File: config.mk
export PLATFORM = sky130hd
export DESIGN_NAME = capture_sequencer
export DESIGN_NICKNAME = d
export VERILOG_FILES = /design/src/rtl/capture_sequencer.sv
export SDC_FILE = /design/constraint.sdc
export NUM_CORES = 1
export LEC_CHECK = 0
export CORE_MARGIN = 8
export CORE_UTILIZATION = 48
export CTS_BUF_LIST = sky130_fd_sc_hd__clkbuf_8
export CTS_CLUSTER_DIAMETER = 30
export DETAILED_ROUTE_END_ITERATION = 16
export HOLD_SLACK_MARGIN = 0.08
export PLACE_DENSITY = 0.67
export SYNTH_ARGS = -nofsm -noshare
export SYNTH_HDL_FRONTEND = slang
export SYNTH_SLANG_ARGS = --single-unit
File: constraint.sdc
create_clock -name MCI -period 4.4 [get_ports MCI]
set_input_delay 0.88 -clock MCI [delete_from_list [all_inputs] [get_ports MCI]]
set_output_delay 0.88 -clock MCI [all_outputs]
set_load 0.03 [all_outputs]
File: src/rtl/capture_sequencer.sv
// Acquisition sequencer for a 2^AW-deep circular sample RAM: pre-trigger fill,
// armed circular write, post-trigger fill, done; with free-run and auto-trigger.
module capture_sequencer #(
    parameter int unsigned AW = 12,
    parameter int unsigned TW = 16
) (
    input  logic          MCI,
    input  logic          nClrW,
    input  logic          Arm,
    input  logic          Trig,
    input  logic          FreeRun,
    input  logic          AutoEn,
    input  logic [TW-1:0] AutoTmo,
    input  logic [AW-1:0] PreDepth,
    output logic          Wen,
    output logic [AW-1:0] Waddr,
    output logic [AW-1:0] TrigAddr,
    output logic [AW-1:0] FirstAddr,
    output logic          PreFull,
    output logic          Busy,
    output logic          Ready,
    output logic          AutoFlag,
    output logic [2:0]    State
);

    localparam int unsigned DEPTH = 1 << AW;

    typedef enum logic [2:0] {
        S_IDLE  = 3'd0,
        S_PRE   = 3'd1,
        S_ARMED = 3'd2,
        S_POST  = 3'd3,
        S_DONE  = 3'd4
    } state_t;

    state_t        state_q, state_d;
    logic [AW-1:0] waddr_q, waddr_d;
    logic [AW-1:0] pre_depth_q, pre_depth_d;
    logic [AW:0]   pre_cnt_q, pre_cnt_d;
    logic [AW:0]   post_cnt_q, post_cnt_d;
    logic [TW-1:0] tmo_cnt_q, tmo_cnt_d;
    logic [AW-1:0] trig_addr_q, trig_addr_d;
    logic [AW-1:0] first_addr_q, first_addr_d;
    logic          pre_full_q, pre_full_d;
    logic          auto_flag_q, auto_flag_d;
    logic          wen_q, wen_d;
    logic          busy_q, busy_d;
    logic          ready_q, ready_d;

    logic          auto_hit;
    logic          trig_ev;
    logic [AW:0]   post_len;

    // AutoTmo=0 must fire on the first ARMED cycle, not after the counter wraps
    assign auto_hit = AutoEn & ((AutoTmo == '0) | (tmo_cnt_q == AutoTmo - TW'(1)));
    assign trig_ev  = Trig | FreeRun | auto_hit;
    assign post_len = (AW+1)'(DEPTH) - {1'b0, pre_depth_q};

    always_comb begin
        state_d      = state_q;
        waddr_d      = waddr_q;
        pre_depth_d  = pre_depth_q;
        pre_cnt_d    = pre_cnt_q;
        post_cnt_d   = post_cnt_q;
        tmo_cnt_d    = tmo_cnt_q;
        trig_addr_d  = trig_addr_q;
        first_addr_d = first_addr_q;
        pre_full_d   = pre_full_q;
        auto_flag_d  = auto_flag_q;

        case (state_q)
            S_IDLE, S_DONE: begin
                if (Arm) begin
                    pre_depth_d  = PreDepth;
                    waddr_d      = '0;
                    pre_cnt_d    = '0;
                    post_cnt_d   = '0;
                    tmo_cnt_d    = '0;
                    trig_addr_d  = '0;
                    first_addr_d = '0;
                    auto_flag_d  = 1'b0;
                    if (PreDepth == '0) begin
                        state_d    = S_ARMED;
                        pre_full_d = 1'b1;
                    end else begin
                        state_d    = S_PRE;
                        pre_full_d = 1'b0;
                    end
                end
            end
            S_PRE: begin
                waddr_d   = waddr_q + AW'(1);
                pre_cnt_d = pre_cnt_q + (AW+1)'(1);
                if (pre_cnt_d == {1'b0, pre_depth_q}) begin
                    state_d    = S_ARMED;
                    pre_full_d = 1'b1;
                end
            end
            S_ARMED: begin
                waddr_d   = waddr_q + AW'(1);
                tmo_cnt_d = tmo_cnt_q + TW'(1);
                if (trig_ev) begin
                    trig_addr_d  = waddr_q;
                    first_addr_d = waddr_q - pre_depth_q;
                    auto_flag_d  = ~Trig & ~FreeRun;
                    // post length includes the trigger sample written this cycle
                    if (post_len == (AW+1)'(1)) begin
                        state_d = S_DONE;
                    end else begin
                        state_d    = S_POST;
                        post_cnt_d = post_len - (AW+1)'(1);
                    end
                end
            end
            S_POST: begin
                waddr_d    = waddr_q + AW'(1);
                post_cnt_d = post_cnt_q - (AW+1)'(1);
                if (post_cnt_q == (AW+1)'(1)) begin
                    state_d = S_DONE;
                end
            end
            default: state_d = S_IDLE;
        endcase

        wen_d   = (state_d == S_PRE) || (state_d == S_ARMED) || (state_d == S_POST);
        busy_d  = wen_d;
        ready_d = (state_d == S_DONE);
    end

    always_ff @(posedge MCI or negedge nClrW) begin
        if (!nClrW) begin
            state_q      <= S_IDLE;
            waddr_q      <= '0;
            pre_depth_q  <= '0;
            pre_cnt_q    <= '0;
            post_cnt_q   <= '0;
            tmo_cnt_q    <= '0;
            trig_addr_q  <= '0;
            first_addr_q <= '0;
            pre_full_q   <= 1'b0;
            auto_flag_q  <= 1'b0;
            wen_q        <= 1'b0;
            busy_q       <= 1'b0;
            ready_q      <= 1'b0;
        end else begin
            state_q      <= state_d;
            waddr_q      <= waddr_d;
            pre_depth_q  <= pre_depth_d;
            pre_cnt_q    <= pre_cnt_d;
            post_cnt_q   <= post_cnt_d;
            tmo_cnt_q    <= tmo_cnt_d;
            trig_addr_q  <= trig_addr_d;
            first_addr_q <= first_addr_d;
            pre_full_q   <= pre_full_d;
            auto_flag_q  <= auto_flag_d;
            wen_q        <= wen_d;
            busy_q       <= busy_d;
            ready_q      <= ready_d;
        end
    end

    assign Wen       = wen_q;
    assign Waddr     = waddr_q;
    assign TrigAddr  = trig_addr_q;
    assign FirstAddr = first_addr_q;
    assign PreFull   = pre_full_q;
    assign Busy      = busy_q;
    assign Ready     = ready_q;
    assign AutoFlag  = auto_flag_q;
    assign State     = state_q;

endmodule

==> out/metrics.csv <==
metric,value,unit
nets,904,
reg2reg_depth,11,
num_rows,43,
dp.cells,1019,
synth_compound_area_share,19.8,%
setup_tns,0,ps
fin_skew,18.0,ps
drive_gt1_share,6.20,%
drt_iter0_markers,574,
whs,439,ps
hold_viol_final,0,
status,finished clean,
ant_nets,0,
timing.reg2reg.setup_slack,1120,ps
cts.htree.levels,3,
syn_area,6590,um^2
antenna_cells,0,
mostFrequentLayoutCell,dfrtp_1,
synth_simple_gate_area_share,23.7,%
post-dp-hpwl,14100,um
place_area,7520,um^2
cpMaxStageDelayCell,or4_1,
grt-ovfl-total,0,
instances_no_fill,1035,
synth_fa_ha_area_share,3.91,%
synth_top_family_by_area,simple AND/OR/NAND/NOR gates,
finalMaxSlewViolations,0,
io_pins,78,
relSlewSlack,39.5,%
rsz0062_at_grt,false,
worstPathMaxFanout,5,
cts_sinks,97,
setup_viol,0,
cts_buffers,9,
endpoint_kind,flip-flop,
routed_wl,18600,um
post-cts-setup-buffers,0,
clkTransAtPathRegs,110,ps
worstPathCellList,"clkdlybuf4s50_1, or4_1, or3_4, o32a_1, a221oi_2, a41oi_2, o31ai_4, buf_4, a21oi_1, a211o_1",
worst_pin_slew,900,ps
slowest_delay,550,ps
cp.arrival,4020,ps
powerDensity,336,nW/um^2
syn2layout_area_growth,17.6,%
start_util,48.2,%
cts_tree,built,
yosysWarningCount,0,
antenna_found_initial,0,
synth_flop_cell,dfrtp_1,
synth-seq-area-share,36.8,%
hp-class,input pin to async pin,
vias,6186,
die-area,17700,um^2
post_drt_wl_per_cell,18.0,um
syn_nets,843,
rr_endpoint,post_cnt_q[5]$_DFFE_PN0P_,
syn_area_per_cell,8.35,um^2
drt-pass1-iter-count,5,
grt_max_degree,41,
startpoint_type,input pin,
grt_pass1_wl,30400,um
cp_top_family,compound AO/OA/AOI/OAI gates,
synthMuxAreaShare,0.912,%
fin_crit,3740,ps
ctsResizeCount,0,
synth_xor_xnor_area_share,9.29,%
die_y,133,um
ys_types,78,
clockRootBuffer,clkbuf_8,
r2r_start,pre_depth_q[0]$_DFFE_PN0P_,
synth_seq_cells,97,
place.port_buffers,77,
cellLeakagePower,3.19,nW
clock.fmax,0.267,GHz
hold_buffers,0,
drc_errors,0,
fillers,1273,
critPathBufInv,2,
final_cell_mix,"dfrtp_1, o21ai_0, nand2_1",
worstSkewPairLatency,390,ps
async_reset_ff_share,100,%
synth_edf_count,0,
vias_per_cell,5.98,
core_area,13700,um^2
chipWidth,133,um
grt_usage,20.9,%
gp_congestion,0.889,
drv_cap,0,
cts.path.max_buffers,2,
grt_pass1_vias,6008,
fin_crit_sh,85.1,%
syn_inst,789,
finalCoreUtilization,56.7,%
required,4680,ps
ir_worst_vdd,0.000308,V
path_class,input pin to flip-flop,
finish.instance_area,7750,um^2
==> where the power goes <==
part	total, mW	leakage (nW)	internal, mW	switching (mW)
sequential	1.12	1.10	0.976	0.146
clock	0.676	0.115	0.338	0.338
combinational	0.806	1.97	0.356	0.450
==> cell families after synthesis <==
| logic type | count (synthesis) |
|---|---|
| compound gates | 201 |
| xor+xnor | 69 |
| fa+ha+maj | 20 |
| buf+inv | 82 |
| flops | 97 |
| mux | 6 |
| simple gates | 314 |
==> layout make-up <==
cell class / count / area, um^2 / share of cell area (%)
sequential: 97 / 2430 / 31.3
clock inverter: 6 / 88.8 / 1.15
timing repair buffer: 92 / 906 / 11.7
clock buffer: 10 / 138 / 1.78
multi-input combinational: 610 / 3810 / 49.2
inverter: 40 / 150 / 1.94
tap: 180 / 225 / 2.91
==> per-stage QoR <==
| step | power [mW] | setup slack, ps |
|---|---|---|
| 4_1_cts | 2.61 | 683 |
| 3_5_place_dp | 1.94 | 279 |
| 5_1_grt | 2.75 | 490 |
| 3_3_place_gp | 1.91 | 343 |
| 2_1_floorplan | 1.65 | 1010 |
| 6_report | 2.60 | 656 |
==> worst max path at each step <==
stage	startpoint	end	slack (ps)	depth (start not counted)
after floorplan	AutoTmo[8]	post_cnt_q[5]$_DFFE_PN0P_	1010	9
after global placement	AutoTmo[8]	post_cnt_q[8]$_DFFE_PN0P_	340	11
after detailed placement	AutoTmo[5]	post_cnt_q[6]$_DFFE_PN0P_	280	10
after CTS	AutoTmo[5]	post_cnt_q[5]$_DFFE_PN0P_	680	10
after global routing	AutoTmo[5]	FirstAddr[3]$_DFFE_PN0P_	490	9
final	AutoTmo[5]	post_cnt_q[5]$_DFFE_PN0P_	660	10
==> metal layers <==
layer	part of all wire (%)	routed length (um)	track usage, %	up-vias
met4	2.3	434	7.36	0
met2	47	8750	34.4	224
met5	0	0	0	-
met1	45	8440	26.9	2976
li1	-	-	-	2950
met3	5.5	1030	3.88	36
==> sequential cells by signal (all words and copies together) (netlist names), 3 cells and up <==
signal,cells
pre_cnt_q,13
TrigAddr,12
Waddr,12
post_cnt_q,13
pre_depth_q,12
State,3
FirstAddr,12
tmo_cnt_q,16
==> cell usage after synthesis (4+ instances only) <==
library cell | number | area [um^2]
a21oi_1 | 17 | 85.1
a22o_1 | 6 | 52.6
a31oi_1 | 6 | 37.5
and3_1 | 9 | 56.3
buf_2 | 4 | 20.0
clkbuf_1 | 28 | 105
dfrtp_1 | 97 | 2430
ha_1 | 19 | 238
inv_1 | 40 | 150
mux2i_1 | 6 | 60.1
nand2_1 | 91 | 342
nand2b_1 | 9 | 56.3
nand3_1 | 59 | 295
nand3b_1 | 4 | 30.0
nand4_1 | 8 | 50.1
nor2_1 | 58 | 218
nor2b_1 | 4 | 25.0
nor3_1 | 23 | 115
nor4_1 | 13 | 81.3
o2111ai_1 | 4 | 35.0
o211ai_1 | 18 | 135
o21ai_0 | 96 | 480
o31ai_1 | 11 | 82.6
or3_1 | 6 | 37.5
or4_1 | 10 | 75.1
xnor2_1 | 48 | 420
xor2_1 | 20 | 175
(Power assumes the default switching activity.)
